===== src/rtl/div_ctrl_pkg.sv =====
// Shared RV32M divide definitions: func3/opcode/func7 codes, FSM state encodings
// and small sign helpers used by the divider control block.
package div_ctrl_pkg;

  localparam logic [2:0] INST_DIV  = 3'b100;
  localparam logic [2:0] INST_DIVU = 3'b101;
  localparam logic [2:0] INST_REM  = 3'b110;
  localparam logic [2:0] INST_REMU = 3'b111;

  localparam logic [6:0] INST_TYPE_R_M = 7'b0110011;
  localparam logic [6:0] FUNCT7_M      = 7'b0000001;

  localparam logic [5:0] ITER_COUNT = 6'd32;

  typedef enum logic [1:0] {
    S_IDLE = 2'b00,
    S_CALC = 2'b01,
    S_DONE = 2'b10
  } div_state_e;

  function automatic logic is_m_ext(input logic [6:0] opcode, input logic [6:0] funct7);
    return (opcode == INST_TYPE_R_M) && (funct7 == FUNCT7_M);
  endfunction

  function automatic logic is_signed_op(input logic [1:0] op);
    return (op == INST_DIV[1:0]) || (op == INST_REM[1:0]);
  endfunction

  function automatic logic is_rem_op(input logic [1:0] op);
    return (op == INST_REM[1:0]) || (op == INST_REMU[1:0]);
  endfunction

  function automatic logic [31:0] cond_neg(input logic neg, input logic [31:0] value);
    return neg ? (~value + 32'd1) : value;
  endfunction

endpackage


===== src/rtl/div_step.sv =====
// One restoring division iteration: shift in the next dividend bit, trial-subtract
// the divisor, keep the difference when it does not borrow.
module div_step
  import div_ctrl_pkg::*;
(
  input  logic [31:0] rem_in,
  input  logic        dividend_bit,
  input  logic [31:0] divisor,
  output logic [31:0] rem_out,
  output logic        quot_bit
);

  logic [32:0] rem_shift;
  logic [33:0] diff;

  always_comb begin
    rem_shift = {rem_in, dividend_bit};
    diff      = {1'b0, rem_shift} - {2'b00, divisor};
    quot_bit  = ~diff[33];
    rem_out   = quot_bit ? diff[31:0] : rem_shift[31:0];
  end

endmodule


===== src/rtl/div_ctrl.sv =====
// RV32M multi-cycle divider control: FSM, iteration counter, sign fix-up and handshake.
// Define DIV_EARLY_OUT_EN to finish divide-by-zero and signed overflow in one cycle.
module div_ctrl
  import div_ctrl_pkg::*;
(
  input  logic        clk,
  input  logic        rst_n,
  input  logic        start_i,
  input  logic [1:0]  op_i,
  input  logic [31:0] dividend_i,
  input  logic [31:0] divisor_i,
  input  logic [4:0]  rd_addr_i,
  input  logic        flush_i,
  output logic        busy_o,
  output logic        ready_o,
  output logic [31:0] result_o,
  output logic [4:0]  rd_addr_o,
  output logic        reg_wen_o,
  output logic        hold_flag_o
);

  div_state_e  state, state_next;
  logic [5:0]  count;
  logic [1:0]  op_q;
  logic [4:0]  rd_q;
  logic [31:0] quot_q, rem_q, divisor_q;
  logic        quot_neg_q, rem_neg_q, div_zero_q;

  logic        op_signed, dvd_neg, dvs_neg, div_zero, accept, early_out, last_iter;
  logic [31:0] dvd_mag, dvs_mag;
  logic [31:0] step_rem;
  logic        step_bit;
  logic [31:0] quot_fix, rem_fix, final_result;

  assign op_signed = is_signed_op(op_i);
  assign dvd_neg   = op_signed & dividend_i[31];
  assign dvs_neg   = op_signed & divisor_i[31];
  assign dvd_mag   = cond_neg(dvd_neg, dividend_i);
  assign dvs_mag   = cond_neg(dvs_neg, divisor_i);
  assign div_zero  = (divisor_i == 32'd0);
  assign accept    = (state == S_IDLE) & start_i & ~flush_i;
  assign last_iter = (count <= 6'd1);

`ifdef DIV_EARLY_OUT_EN
  assign early_out = div_zero |
                     (op_signed & (dividend_i == 32'h8000_0000) & (divisor_i == 32'hFFFF_FFFF));
`else
  assign early_out = 1'b0;
`endif

  div_step u_step (
    .rem_in       (rem_q),
    .dividend_bit (quot_q[31]),
    .divisor      (divisor_q),
    .rem_out      (step_rem),
    .quot_bit     (step_bit)
  );

  always_ff @(posedge clk or negedge rst_n) begin
    if (!rst_n) begin
      state <= S_IDLE;
    end else begin
      state <= state_next;
    end
  end

  always_comb begin
    state_next = state;
    case (state)
      S_IDLE: begin
        if (accept) state_next = early_out ? S_DONE : S_CALC;
      end
      S_CALC: begin
        if (flush_i)        state_next = S_IDLE;
        else if (last_iter) state_next = S_DONE;
      end
      S_DONE:  state_next = S_IDLE;
      default: state_next = S_IDLE;
    endcase
  end

  // quot_q starts as the dividend magnitude and fills with quotient bits from the right
  always_ff @(posedge clk or negedge rst_n) begin
    if (!rst_n) begin
      count      <= 6'd0;
      op_q       <= 2'd0;
      rd_q       <= 5'd0;
      quot_q     <= 32'd0;
      rem_q      <= 32'd0;
      divisor_q  <= 32'd0;
      quot_neg_q <= 1'b0;
      rem_neg_q  <= 1'b0;
      div_zero_q <= 1'b0;
    end else if (accept) begin
      count      <= ITER_COUNT;
      op_q       <= op_i;
      rd_q       <= rd_addr_i;
      quot_q     <= dvd_mag;
      rem_q      <= (early_out & div_zero) ? dvd_mag : 32'd0;
      divisor_q  <= dvs_mag;
      quot_neg_q <= dvd_neg ^ dvs_neg;
      rem_neg_q  <= dvd_neg;
      div_zero_q <= div_zero;
    end else if ((state == S_CALC) && !flush_i) begin
      count  <= (count != 6'd0) ? count - 6'd1 : 6'd0;
      quot_q <= {quot_q[30:0], step_bit};
      rem_q  <= step_rem;
    end
  end

  // Divide-by-zero quotient is all ones regardless of operand signs
  always_comb begin
    quot_fix     = div_zero_q ? 32'hFFFF_FFFF : cond_neg(quot_neg_q, quot_q);
    rem_fix      = cond_neg(rem_neg_q, rem_q);
    final_result = is_rem_op(op_q) ? rem_fix : quot_fix;
  end

  always_comb begin
    busy_o      = (state != S_IDLE);
    ready_o     = (state == S_DONE) & ~flush_i;
    reg_wen_o   = ready_o;
    result_o    = ready_o ? final_result : 32'd0;
    rd_addr_o   = ready_o ? rd_q : 5'd0;
    hold_flag_o = (start_i & (state == S_IDLE)) | (state == S_CALC);
  end

endmodule


===== config.mk =====
export PLATFORM = sky130hd
export DESIGN_NAME = div_ctrl
export DESIGN_NICKNAME = d
export VERILOG_FILES = /design/src/rtl/div_ctrl_pkg.sv /design/src/rtl/div_step.sv /design/src/rtl/div_ctrl.sv
export SDC_FILE = /design/constraint.sdc
export NUM_CORES = 1
export LEC_CHECK = 0
export ABC_AREA = 1
export CELL_PAD_IN_SITES_DETAIL_PLACEMENT = 1
export CELL_PAD_IN_SITES_GLOBAL_PLACEMENT = 2
export CORE_ASPECT_RATIO = 0.6
export CORE_MARGIN = 4
export CORE_UTILIZATION = 31
export CTS_BUF_LIST = sky130_fd_sc_hd__clkbuf_4 sky130_fd_sc_hd__clkbuf_8
export DETAILED_ROUTE_END_ITERATION = 16
export PLACE_DENSITY = 0.93
export RECOVER_POWER = 50
export SLEW_MARGIN = 10
export SYNTH_ARGS = -nofsm -noshare
export SYNTH_HDL_FRONTEND = slang
export SYNTH_HIERARCHICAL = 1
export SYNTH_SLANG_ARGS = --single-unit

===== constraint.sdc =====
create_clock -name clk -period 2.41 [get_ports clk]
set_input_delay 0.723 -clock clk [delete_from_list [all_inputs] [get_ports clk]]
set_output_delay 0.723 -clock clk [all_outputs]
set_load 0.03 [all_outputs]

### Word-level counts from Yosys, hierarchy flattened

Index checks and enable logic that the tools add are counted.

| storage, ports and cells | value |
|---|---|
| register bits | 114 |
| output and inout port bits | 41 |

| cells by class | value |
|---|---|
| add/subtract/negate cells | 6 |
| magnitude comparators | 1 |
| eq/ne operators | 7 |
| mux-type cells | 20 |
| bitwise operators | 13 |
| reduce and logical (&&, ||, !) cells | 11 |

Operator list:

| cell | count |
|---|---|
| 32-bit two-way mux | 12 |
| 32-bit by 1-bit adder with 32-bit output (second input constant) | 4 |
| 32-bit inverter | 4 |
| 33-bit by 32-bit subtractor with 34-bit output | 1 |
| 32-bit logical NOT | 1 |
| 6-bit two-way mux | 3 |
| 2-bit equality test (second input constant) | 4 |
| 6-bit by 1-bit less-or-equal comparator with 1-bit output (second input constant) | 1 |
| 2-bit two-way mux | 3 |
| 6-bit nonzero test | 1 |
| 6-bit by 1-bit subtractor with 6-bit output (second input constant) | 1 |
| 1-bit AND | 5 |
| 5-bit two-way mux | 1 |
| 2-bit logical NOT | 2 |
| 2-bit one-hot mux with 2 select lines | 1 |
| 2-bit nonzero test | 2 |
| 3-bit inequality test (second input constant) | 1 |
| 2-bit by 1-bit equality test with 1-bit output (second input constant) | 1 |
| 1-bit logical OR | 2 |
| 2-bit inequality test (second input constant) | 1 |
| 1-bit inverter | 2 |
| 2-bit AND reduction | 1 |
| 1-bit logical AND | 1 |
| 1-bit logical NOT | 1 |
| other kinds (2) | 2 |

### Depth between registers and ports, before layout

Gate-level depths: netlist (run 1).

| logic depth | value |
|---|---|
| depth after elaboration | 6 |
| gate-level depth with buffers | 17 |

### By module

Netlist (run 1), hierarchy kept.

Modules (own cells, without submodules):

| module | instances | cells each | area each (um2) |
|---|---|---|---|
| div_ctrl | 1 | 1409 | 8765.9 |
| div_step | 1 | 639 | 3125.5 |

### Worst setup path after synthesis (run 1)

Ideal clock, no wire load.

| timing | value |
|---|---|
| path kind | input port to output port |
| start | input flush_i |
| end | output result_o[10] |
| arrival time | 2007 ps |
| required time | 1687 ps |
| slack | -320 ps |
| stages | 4 |
| path buffers | 1 |
| path through | nor3_2 -> inv_1 -> clkbuf_1 -> nor3_1 |

| on the way | value |
|---|---|
| word-level cells in the longest chain between the ends | 3 |

RTL lines:

| what | line | source |
|---|---|---|
| start: declaration | div_ctrl.sv:13 | `input logic flush_i,` |
| 1-bit inverter | div_ctrl.sv:120 | `ready_o = (state == S_DONE) & ~flush_i;` |
| 1-bit AND | div_ctrl.sv:120 |  |
| 32-bit two-way mux | div_ctrl.sv:122 | `result_o = ready_o ? final_result : 32'd0;` |
| end: declaration | div_ctrl.sv:16 | `output logic [31:0] result_o,` |

No other way between the ends.

### Worst setup path after layout (run 1)

| timing | value |
|---|---|
| start | register rem_q[10] |
| end | output result_o[20] |

| on the way | value |
|---|---|
| word-level cells in the longest chain between the ends | 5 |

RTL lines:

| what | line | source |
|---|---|---|
| start: declaration | div_ctrl.sv:26 | `logic [31:0] quot_q, rem_q, divisor_q;` |
| start signal: assignment | div_ctrl.sv:99 | `rem_q <= (early_out & div_zero) ? dvd_mag : 32'd0;` |
| start signal: assignment | div_ctrl.sv:107 | `rem_q <= step_rem;` |
| 32-bit inverter | div_ctrl_pkg.sv:34 | `return neg ? (~value + 32'd1) : value;` |
| 32-bit by 1-bit adder with 32-bit output | div_ctrl_pkg.sv:34 |  |
| 32-bit two-way mux | div_ctrl_pkg.sv:34 |  |
| 32-bit two-way mux | div_ctrl.sv:115 | `final_result = is_rem_op(op_q) ? rem_fix : quot_fix;` |
| 32-bit two-way mux | div_ctrl.sv:122 |  |

No other way between the ends.

==> results of run 1 <==
registers in the layout (all words and copies together), names as in the netlist:
register / count
count: 6
div_zero_q: 1
divisor_q: 32
op_q: 1
quot_neg_q: 1
quot_q: 32
rd_q: 5
rem_neg_q: 1
rem_q: 32
state: 2
report_power, final:
group	total, uW	internal [uW]	switching, uW
Combinational	17100	6200	10900
Clock	2060	868	1190
Sequential	3230	2490	732
Total	22400	9560	12800
final cells by class:
cell class / count / area [um^2]
sequential: 113 / 2840
antenna: 1 / 2.50
tap: 513 / 642
clock inverter: 15 / 163
clock buffer: 17 / 234
fill: 4774 / 18700
timing repair buffer: 478 / 4530
inverter: 297 / 1130
multi-input combinational: 1582 / 9590
cell usage in the layout (no fill, tap or decap), types with 21 or more instances in the layout:
cell	netlist	final
sky130_fd_sc_hd__a21oi_2	1	22
sky130_fd_sc_hd__buf_12	1	42
sky130_fd_sc_hd__clkdlybuf4s50_1	0	72
sky130_fd_sc_hd__o21ai_2	0	22
sky130_fd_sc_hd__buf_6	4	31
sky130_fd_sc_hd__a21oi_1	73	45
sky130_fd_sc_hd__nand4_1	24	24
sky130_fd_sc_hd__dfrtp_1	113	105
sky130_fd_sc_hd__buf_4	4	319
sky130_fd_sc_hd__nand3_2	13	54
sky130_fd_sc_hd__nor2_2	13	57
sky130_fd_sc_hd__o21ai_1	18	47
sky130_fd_sc_hd__inv_1	284	267
sky130_fd_sc_hd__ha_1	39	21
sky130_fd_sc_hd__o21ai_0	134	79
sky130_fd_sc_hd__inv_2	10	24
sky130_fd_sc_hd__nand2_1	664	579
sky130_fd_sc_hd__nor2_1	232	150
sky130_fd_sc_hd__xor2_1	43	40
sky130_fd_sc_hd__nor2_4	5	43
sky130_fd_sc_hd__nand2_2	13	67
sky130_fd_sc_hd__nand3_1	204	146
sky130_fd_sc_hd__nand2_4	2	28
path summary, 6_finish.rpt:
| check | start | to | depth (start not counted) | slack, ns |
|---|---|---|---|---|
| min reg2reg | divisor_q[7] | divisor_q[7] | 2 | 0.49 |
| min | divisor_q[7] | divisor_q[7] | 2 | 0.49 |
| max in group asynchronous | rst_n | rem_neg_q | 2 | 0.07 |
| max | rem_q[10] | result_o[20] | 8 | -1.12 |
| min in group asynchronous | rst_n | count[0] | 1 | 0.57 |
| max reg2reg | rem_q[1] | rem_q[6] | 18 | -0.52 |
worst max-delay path, cell delays in order, from the launching register on:
cell and delay [ns]:
sky130_fd_sc_hd__dfrtp_1 0.44, sky130_fd_sc_hd__nor2_1 0.20, sky130_fd_sc_hd__nand2_1 0.16, sky130_fd_sc_hd__nand2_1 0.30, sky130_fd_sc_hd__nand3_4 0.22, sky130_fd_sc_hd__nor3_1 0.55
sky130_fd_sc_hd__o21ai_2 0.16, sky130_fd_sc_hd__nor2_4 0.12, sky130_fd_sc_hd__buf_12 0.12
synthesized netlist by cell type, types with 3 or more instances:
cell and n:
sky130_fd_sc_hd__nand2_1 664, sky130_fd_sc_hd__inv_1 284, sky130_fd_sc_hd__nor2_1 232, sky130_fd_sc_hd__nand3_1 204, sky130_fd_sc_hd__o21ai_0 134, sky130_fd_sc_hd__dfrtp_1 113, sky130_fd_sc_hd__a21oi_1 73, sky130_fd_sc_hd__xor2_1 43
sky130_fd_sc_hd__ha_1 39, sky130_fd_sc_hd__buf_2 33, sky130_fd_sc_hd__nor3_1 29, sky130_fd_sc_hd__nand4_1 24, sky130_fd_sc_hd__o21ai_1 18, sky130_fd_sc_hd__clkbuf_1 17, sky130_fd_sc_hd__nand2_2 13, sky130_fd_sc_hd__nand3_2 13
sky130_fd_sc_hd__nor2_2 13, sky130_fd_sc_hd__and2_1 10, sky130_fd_sc_hd__inv_2 10, sky130_fd_sc_hd__nand3b_1 8, sky130_fd_sc_hd__o211ai_1 8, sky130_fd_sc_hd__nor2_4 5, sky130_fd_sc_hd__o21bai_1 5, sky130_fd_sc_hd__o22ai_1 5
sky130_fd_sc_hd__buf_4 4, sky130_fd_sc_hd__buf_6 4, sky130_fd_sc_hd__xnor2_1 4, sky130_fd_sc_hd__and3_1 3, sky130_fd_sc_hd__nor3_2 3
what timing repair did:
action                     4_1_cts  5_1_grt
setup buffers                   25       30
setup endpoints to repair       73       72
cloned                           7        5
gates resized for setup        270      282
hold buffers                     0        0
pin swaps                       51      101
metal layers:
metal	part of all wire (%)	wire length [um]	track usage, %	vias up
met5	0.017	13	0	-
met4	6.8	5130	9.99	2
met3	11	8340	7.91	434
met2	43	32300	44.5	1235
met1	39	29900	41.2	8560
li1	-	-	-	7390
cells by family (layout without fill, tap and decap cells):
kind of cell,count (synthesis),count (layout)
XOR/XNOR,47,47
flip-flops,113,113
buffers and inverters,359,807
AND/OR/NAND/NOR,1232,1238
adder cells (fa/ha/maj),40,40
AO/OA/AOI/OAI,257,257
other,0,1
stage by stage:
step | cell area (um^2) | std cells | worst slack (ns) | util (%) | hold slack (ns)
after global routing | 19100 | 3015 | -1.21 | 50.6 | 0.531
after CTS | 17900 | 2991 | -0.692 | 47.3 | 0.0901
after floorplan | 12000 | 2048 | -0.192 | - | 0.427
after global placement | 16200 | 2930 | -0.606 | 42.9 | 0.466
after detailed placement | 16200 | 2930 | -0.640 | 42.9 | 0.470
final | 19100 | 3016 | -1.12 | 50.6 | 0.493
==> results.txt, run 1 <==
The post-route setup TNS is -38.34 ns. The initialized floorplan defines 55 standard-cell rows. The smallest setup slack after layout came out at -1.12 ns. The required time at the endpoint of the critical path is 1.69 ns. In the post-synthesis netlist, the biggest area contributors are sky130_fd_sc_hd__dfrtp_1, sky130_fd_sc_hd__nand2_1, sky130_fd_sc_hd__inv_1, sky130_fd_sc_hd__nand3_1, sky130_fd_sc_hd__nor2_1. The startpoint-to-endpoint class of the critical path is reg -> out. The post-synthesis share of cell area spent on xor and xnor gates came out at 3.46%. Counting along the longest clock path gives a buffer depth of 2. The fraction of final layout cells with drive strength greater than 1 is 34.1%.

The number of hold violations in the final report was 0. The per-cell via count in the routed design came out at 5.84. The number of I/O port buffers is 115. The routability congestion estimate came out at 1.01.

Global routing consumed, over all layers together, 29.6% of the routing resources. The post-synthesis compound-gate area fraction is 11.5%. The wire length per cell after detailed routing came out at 25.1 um. The post-synthesis to final-layout area growth came out at 60.9%.

The synthesized-area fraction occupied by and/or/nand/nor cells came out at 44.7%. The DRC violation count after routing is 0. The data arrival time of the worst path came out at 2.81 ns. The worst pin sits at a relative slew slack of -3.18%. The HPWL after detailed placement came out at 46,400 um. The number of library cell types mapped by synthesis is 53. The transition at the pin with the smallest max-transition slack is 1.55 ns. The die span in x is 261 um. The detail route stage leaves a number of antenna-violating nets equal to 0.

The maximum ir drop on the vdd rail came out at 0.000657 V. The final number of max-transition violations is 21. In this run the static leakage power is 0.00932 uW.

The number of sinks on the clock net is 113. TritonCTS built the clock tree. Setup repair after global routing could not meet its margin everywhere. The number of enable-type register cells in the synthesized netlist is 0.

The floorplan die height came out at 160 um. The first detailed-routing pass took 6 iterations. The checks that failed: capacitance limit, slew limit, setup timing. The DRC violation total after the first TritonRoute iteration came out at 2,125. The main combinational cell family by area after synthesis is simple AND/OR/NAND/NOR gates. The number of I/O pins is 116. The post-synthesis cell area is 11,900 um^2. The final clock skew came out at 0.0312 ns. The most used flip-flop cell after synthesis is sky130_fd_sc_hd__dfrtp_1. The insertion delay of the later-clocked pin in the worst-skew pair came out at 0.53 ns.

The largest fanout of any net on the critical path is 3. The number of global-route vias before repair is 16.9k. The post-synth net total came out at 2,163. The wire length of the first global-routing pass is 96,400 um.

The area share of fa/ha/maj cells after synthesis is 4.27%. The number of failing setup endpoints in the final timing report came out at 73. The multiplexer share of the synthesized area came out at 0%. The final critical path takes up 146% of the cycle. The worst setup path is captured at an output pin. The largest area contributor in the synthesized netlist is sky130_fd_sc_hd__dfrtp_1.

The synthesized design contains 113 register bits. The number of levels in the clock H-tree is 4. The run finished, with violations left. The upper clock frequency limit came out at 0.283 GHz. The overall power is 22,400 uW. The initial utilization of the core area, before any placement, comes to 31.5%. The power per cell area is 1170 nW/um^2.

The worst setup path is launched from a flop. The residual overflow from global routing came out at 0. After synthesis, flip-flops and latches occupy 23.8% of the total area. The TritonCTS buffer count is 17. The final routed wirelength across all metal layers came out at 75,700 um. Detailed routing inserted a total of 17.6k vias. Yosys printed 6 warnings.

The pin count of the biggest net entering global routing came out at 60. The die footprint came out at 41,700 um^2. Across the run, the number of max-cap violations was 1.

The number of antenna violations at the first check in global routing is 3. The proportion of synthesized flip-flops having asynchronous set or reset came out at 100%. The area inside the core boundary is 37,800 um^2. The number of nets in the finished design came out at 2,604. The area share of the largest cell type after synthesis came out at 23.8%.

The clock tree root driver cell is sky130_fd_sc_hd__clkbuf_8. The synthesized instance count is 2,048. The path class of the tightest hold or removal check is reg -> reg. The clock transition at the registers of the reported paths is 0.10 ns. The average footprint of a synthesized cell came out at 5.81 um^2. The minimum clock period after layout is 3.53 ns.
No activity file was read; power rests on OpenSTA's default activity.
==> inputs of run 2 (changes only) <==
- ABC_CLOCK_PERIOD_IN_PS: not set -> 2410
==> results of run 2 <==
Same layout as run 1: the final DEF is identical, and so are final timing and power.
